$ cat src/rtl/debounce_pkg.sv
`default_nettype none
// ============================================================================
//  Package     : debounce_pkg
//  Description : Shared definitions for the push-button debouncer: the
//                four-state qualification FSM encoding and its state type.
//                Kept in a package so other blocks that observe or reuse the
//                debouncer FSM agree on the encoding.
//  Revision    : 1.0 - initial release
// ============================================================================
package debounce_pkg;

    typedef logic [1:0] state_t;

    // Stable low level, waiting for the synchronized input to go high.
    localparam state_t IDLE_LOW   = 2'd0;
    // Input seen high; counting consecutive high samples.
    localparam state_t CHECK_HIGH = 2'd1;
    // Stable high level, waiting for the synchronized input to go low.
    localparam state_t IDLE_HIGH  = 2'd2;
    // Input seen low; counting consecutive low samples.
    localparam state_t CHECK_LOW  = 2'd3;

endpackage : debounce_pkg
`default_nettype wire

$ cat src/rtl/sync_2ff.sv
`default_nettype none
// ============================================================================
//  Module      : sync_2ff
//  Description : Two-flop synchronizer for a single asynchronous level.
//                Reusable by any block that needs to bring an external
//                level into the clk domain.
//  Ports       : clk  - sampling clock (rising edge)
//                RSTN - asynchronous active-low reset, clears both flops
//                d    - asynchronous input level
//                q    - synchronized level (second flop output)
//  Revision    : 1.0 - initial release
// ============================================================================
module sync_2ff (
    input  logic clk,
    input  logic RSTN,
    input  logic d,
    output logic q
);

    // First stage may go metastable; only the second stage is consumed.
    logic r_meta;
    logic r_sync;

    always_ff @(posedge clk or negedge RSTN) begin
        if (!RSTN) begin
            r_meta <= 1'b0;
            r_sync <= 1'b0;
        end else begin
            r_meta <= d;
            r_sync <= r_meta;
        end
    end

    assign q = r_sync;

endmodule : sync_2ff
`default_nettype wire

$ cat src/rtl/button_debouncer.sv
`default_nettype none
// ============================================================================
//  Module      : button_debouncer
//  Description : Debounces a raw push-button level. The input is brought
//                into the clk domain through sync_2ff, then a four-state
//                FSM accepts a new level only after it has been seen on
//                STABLE_CYCLES+1 consecutive synchronized samples (the
//                first disagreeing sample starts a check, STABLE_CYCLES
//                more confirm it). Any contrary sample aborts the check.
//  Parameters  : STABLE_CYCLES - samples required to accept a new level
//                                (1 .. 2**CNT_WIDTH-1)
//                CNT_WIDTH     - stability counter width
//  Ports       : clk       - clock, all state updates on rising edge
//                RSTN      - asynchronous active-low reset
//                btn_in    - raw, asynchronous, bouncing button level
//                btn_level - registered debounced level
//                btn_rise  - one-cycle pulse on accepted 0->1
//                btn_fall  - one-cycle pulse on accepted 1->0
//  Build macro : DEBOUNCE_PULSE_EN - when defined, btn_rise/btn_fall are
//                generated; when undefined, both are tied to 0.
//  Revision    : 1.0 - initial release
// ============================================================================
module button_debouncer
    import debounce_pkg::*;
#(
    parameter int STABLE_CYCLES = 1000000,
    parameter int CNT_WIDTH     = 20
) (
    input  logic clk,
    input  logic RSTN,
    input  logic btn_in,
    output logic btn_level,
    output logic btn_rise,
    output logic btn_fall
);

    localparam logic [CNT_WIDTH-1:0] C_STABLE = CNT_WIDTH'(STABLE_CYCLES);
    localparam logic [CNT_WIDTH-1:0] C_ONE    = CNT_WIDTH'(1);
    localparam logic [CNT_WIDTH-1:0] C_ZERO   = '0;

    logic                 w_btn_sync;
    state_t               r_state;
    state_t               w_state_nxt;
    logic [CNT_WIDTH-1:0] r_cnt;
    logic [CNT_WIDTH-1:0] w_cnt_nxt;
    logic                 r_level;
    logic                 w_level_nxt;
    logic                 w_accept_high;
    logic                 w_accept_low;

    sync_2ff u_sync (
        .clk  (clk),
        .RSTN (RSTN),
        .d    (btn_in),
        .q    (w_btn_sync)
    );

    // ------------------------------------------------------------------
    // State register
    // ------------------------------------------------------------------
    always_ff @(posedge clk or negedge RSTN) begin
        if (!RSTN) begin
            r_state <= IDLE_LOW;
            r_cnt   <= C_ZERO;
            r_level <= 1'b0;
        end else begin
            r_state <= w_state_nxt;
            r_cnt   <= w_cnt_nxt;
            r_level <= w_level_nxt;
        end
    end

    // ------------------------------------------------------------------
    // Next-state logic. The counter restarts from zero on every abort, so
    // a partial count can never carry over into a later check, and it
    // stops at C_STABLE because reaching it always leaves the CHECK state.
    // ------------------------------------------------------------------
    always_comb begin
        w_state_nxt = r_state;
        w_cnt_nxt   = r_cnt;
        case (r_state)
            IDLE_LOW: begin
                if (w_btn_sync) begin
                    w_state_nxt = CHECK_HIGH;
                    w_cnt_nxt   = C_ONE;
                end else begin
                    w_cnt_nxt   = C_ZERO;
                end
            end
            CHECK_HIGH: begin
                if (!w_btn_sync) begin
                    w_state_nxt = IDLE_LOW;
                    w_cnt_nxt   = C_ZERO;
                end else if (r_cnt == C_STABLE) begin
                    w_state_nxt = IDLE_HIGH;
                    w_cnt_nxt   = C_ZERO;
                end else begin
                    w_cnt_nxt   = r_cnt + C_ONE;
                end
            end
            IDLE_HIGH: begin
                if (!w_btn_sync) begin
                    w_state_nxt = CHECK_LOW;
                    w_cnt_nxt   = C_ONE;
                end else begin
                    w_cnt_nxt   = C_ZERO;
                end
            end
            CHECK_LOW: begin
                if (w_btn_sync) begin
                    w_state_nxt = IDLE_HIGH;
                    w_cnt_nxt   = C_ZERO;
                end else if (r_cnt == C_STABLE) begin
                    w_state_nxt = IDLE_LOW;
                    w_cnt_nxt   = C_ZERO;
                end else begin
                    w_cnt_nxt   = r_cnt + C_ONE;
                end
            end
            default: begin
                w_state_nxt = IDLE_LOW;
                w_cnt_nxt   = C_ZERO;
            end
        endcase
    end

    // ------------------------------------------------------------------
    // Output logic: acceptance events drive the next debounced level.
    // ------------------------------------------------------------------
    always_comb begin
        w_accept_high = (r_state == CHECK_HIGH) &&  w_btn_sync && (r_cnt == C_STABLE);
        w_accept_low  = (r_state == CHECK_LOW)  && !w_btn_sync && (r_cnt == C_STABLE);
        w_level_nxt   = r_level;
        if (w_accept_high) begin
            w_level_nxt = 1'b1;
        end else if (w_accept_low) begin
            w_level_nxt = 1'b0;
        end
    end

    assign btn_level = r_level;

`ifdef DEBOUNCE_PULSE_EN
    // Pulses register on the same edge that updates the level, so each is
    // high exactly in the first cycle of the new level; the two acceptance
    // conditions are mutually exclusive by state.
    logic r_rise;
    logic r_fall;

    always_ff @(posedge clk or negedge RSTN) begin
        if (!RSTN) begin
            r_rise <= 1'b0;
            r_fall <= 1'b0;
        end else begin
            r_rise <= w_accept_high;
            r_fall <= w_accept_low;
        end
    end

    assign btn_rise = r_rise;
    assign btn_fall = r_fall;
`else
    assign btn_rise = 1'b0;
    assign btn_fall = 1'b0;
`endif

endmodule : button_debouncer
`default_nettype wire
$ cat config.mk
export PLATFORM = sky130hd
export DESIGN_NAME = button_debouncer
export DESIGN_NICKNAME = d
export VERILOG_FILES = /design/src/rtl/debounce_pkg.sv /design/src/rtl/sync_2ff.sv /design/src/rtl/button_debouncer.sv
export SDC_FILE = /design/constraint.sdc
export NUM_CORES = 1
export LEC_CHECK = 0
export CORE_MARGIN = 5
export CORE_UTILIZATION = 45
export DETAILED_ROUTE_END_ITERATION = 8
export GPL_ROUTABILITY_DRIVEN = 0
export HOLD_SLACK_MARGIN = 0.08
export PLACE_DENSITY = 0.74
export SYNTH_ARGS = -nofsm -noshare
export SYNTH_HDL_FRONTEND = slang
export SYNTH_HIERARCHICAL = 1
export SYNTH_SLANG_ARGS = --single-unit
$ cat constraint.sdc
create_clock -name clk -period 1.85 [get_ports clk]
set_clock_uncertainty 0.2 [all_clocks]
set_input_delay 0.555 -clock clk [delete_from_list [all_inputs] [get_ports clk]]
set_output_delay 0.555 -clock clk [all_outputs]
set_load 0.03 [all_outputs]
==> metrics.md <==
| Metric | Value |
|---|---|
| Post-DP HPWL | just under 2000 um |
| RSZ-0062 raised after global routing | true |
| Slowest CP cell | or4_1 |
| Yosys top cell area share | 49.07% |
| Post-route setup TNS | -0.2956 ns |
| Lkg Pwr | 0.6866 nW |
| CP Capture Type | flip-flop |
| Die area | 0.003998 mm^2 |
| Largest net degree at the start of global routing | 26 |
| DR pass1 iterations | 6 |
| Total GRT Usage | 14.55% |
| Ranking of synthesized cells by area | dfrtp_1, xnor2_1, nor2_1, nand3_1, a21oi_1 |
| Post-Syn Instances | around 130 |
| Cell Area, Synth | about 0.0013 mm^2 |
| Root Driver | clkbuf_4 |
| First-pass GRT wire length | ~4800 um |
| Most numerous cell in the Yosys netlist | dfrtp_1 |
| Worst setup margin | -0.07644 ns |
| CP startpoint kind | flip-flop |
| Worst Path Arrival | 1.97 ns |
| Max-Cap Viols | 0 |
| Worst IR Drop VDD | between 0.3 and 0.4 mV |
| Die height | 63.23 um |
| Crit path buf inv count | 0 |
| Ys async rst share | between 90% and 100% |
| Antenna diode count | 0 |
| CTS Hold Bufs | 0 |
| Number of global-route vias before repair | between 1000 and 1500 |
| Final period demand of the worst path | slightly below 2 ns |
| Synth unique cells | 32 |
| Crit Path Category | reg -> reg |
| Synth warn | 6 |
| Cts bufs inserted | 3 |
| Crit-path max cell delay | 0.47 ns |
| Clock slew at reported path FFs | 0.13 ns |
| Area delta synth->final | 30.81% |
| CP delay by family, top | simple AND/OR/NAND/NOR gates |
| Avg Cell Area, Syn | about 10 um^2 |
| Hold Crit Depth | 0 |
| Vias per cell | 5.778 |
| Initial Util | between 40% and 50% |
| Power per cell area | approximately 510 mW/mm^2 |
| Worst EP required | 1.89 ns |
| Register area share after synthesis | roughly half |
| Top cells by count, synth | dfrtp_1, nor2_1, nand3_1, xnor2_1, inv_1 |
| Failing checks | setup timing |
| DR iter-0 viols | 22 |
| Final Hold Viols | 0 |
| Non-filler instance count after layout | 194 |
| Final ANT Viol Nets | 0 |
| Status | complete, but fails checks |
| Worst hold margin | roughly 0.17 ns |
| Slew Limit Fails | 0 |
| Die width | approximately 63 um |
| R2R setup slack | -0.08 ns |
| Nets | about 170 |
| Final-layout fill cell count | ~210 |
| Final worst-path cycle share | 104.1% |
| Routed WL | roughly 2900 um |
| TritonCTS clock tree | built |
| # setup viols final | 15 |
| Fmax | 519.1 MHz |
| Core Box Area | between 0.002 and 0.003 mm^2 |
| # DRC | 0 |
| Bufs on Longest Clock Path | 2 |
| CP Cell Sequence | ha_2, nand4_1, or2_1, or4_1, a21oi_1 |
| R2r worst-path depth | 5 |
| GRT Residual Overflow | 0 |
| Hold Crit Class | reg -> reg |
| Worst-path maximum fanout | 5 |
| Synth Flop Type | dfrtp_1 |
| I/O Buffers | 3 |
| Initial antenna violation count | 0 |
| WP depth | 5 |
| Layout cell share with drive strength beyond 1 | between 30% and 40% |
| Pre-CTS setup slack | -0.05153 ns |
| Site Rows | 19 |
| H-tree Lvls | 1 |
| Wire per inst | between 15 and 20 um |
| Post-synth EDFFs | 0 |
| Via Count | 1121 |
| Synth Register Bits | 25 |
| I/O Pins | 6 |
| Worst skew pair latency | about 0.30 ns |
| Cells after DPL | 183 |
| Final Util | about three fifths |
| Clock Sink Count | 25 |
| Largest area contributor in the netlist | dfrtp_1 |
## state kept, by name, indices dropped and copies added, names as in the netlist, named ones only
signal,flops
btn_level,1
r_cnt,20
r_state,1
u_sync/q,1
u_sync/r_meta,1
## worst paths after layout
path,endpoint,from
hold reg to reg,u_sync/q,u_sync/r_meta
setup reg to reg,r_cnt[18],r_cnt[1]
hold / removal,u_sync/q,u_sync/r_meta
max in group asynchronous,r_cnt[5],RSTN
setup / recovery,r_cnt[18],r_cnt[1]
min in group asynchronous,r_cnt[17],RSTN
## through the flow
| stage | power, mW | instance area, um^2 |
|---|---|---|
| 2_1_floorplan | 0.5962 | 1281 |
| 3_3_place_gp | 0.6199 | 1478 |
| 3_5_place_dp | 0.6217 | 1478 |
| 4_1_cts | 0.8572 | 1559 |
| 5_1_grt | 0.9091 | 1668 |
| 6_report | 0.8574 | 1668 |
## worst reg2reg max path: stages, from the launching register on
cell,delay [ns]
dfrtp_1,0.43
ha_2,0.21
nand4_1,0.14
or2_1,0.28
or4_1,0.47
a21oi_1,0.13
## per-layer routing
layer	vias up	wire length [um]	GRT usage [%]
met2	31	1436	25.90
met5	-	0	0
li1	526	-	-
met4	0	107	5.455
met1	552	1276	17.70
met3	12	108	1.954
## cell families (layout without fill, tap and decap cells)
logic type	after synthesis	in the layout	synth area share, %
multiplexers	1	1	0.8832
XOR/XNOR	13	13	8.930
AO/OA/AOI/OAI	17	17	7.753
buffers and inverters	12	43	4.710
adder cells (fa/ha/maj)	2	2	1.962
AND/OR/NAND/NOR	60	60	26.40
other	1	2	0.2941
flip-flops	25	25	49.07
## placed cells by master, fill, tap and decap left out, types with 4 or more instances in the layout
master	count
dfrtp_1	23
buf_4	23
nor2_1	15
nand3_1	10
xnor2_1	10
inv_1	8
a21oi_1	7
o21ai_0	6
buf_6	5
nand2_1	4
## final cells by class
| class | count | area (um^2) | area share, % |
|---|---|---|---|
| flip-flops and latches | 25 | 628.1 | 37.66 |
| inverters | 8 | 30.03 | 1.800 |
| repair buffers | 31 | 260.3 | 15.60 |
| clock buffers | 4 | 26.28 | 1.575 |
| well taps | 31 | 38.79 | 2.326 |
| multi-input cells | 95 | 684.4 | 41.04 |
## power breakdown
part / total, mW / internal [mW] / switching, mW
Clock: 0.231 / 0.0839 / 0.148
Sequential: 0.558 / 0.552 / 0.00575
Combinational: 0.0677 / 0.0277 / 0.0400
Total: 0.857 / 0.664 / 0.193
## what timing repair did
action,CTS,global route
endpoints found under the setup margin,4,22
resized for setup,8,18
cloned,0,1
setup buffers,3,4
pin swaps,5,9
(Power assumes the default switching activity.)
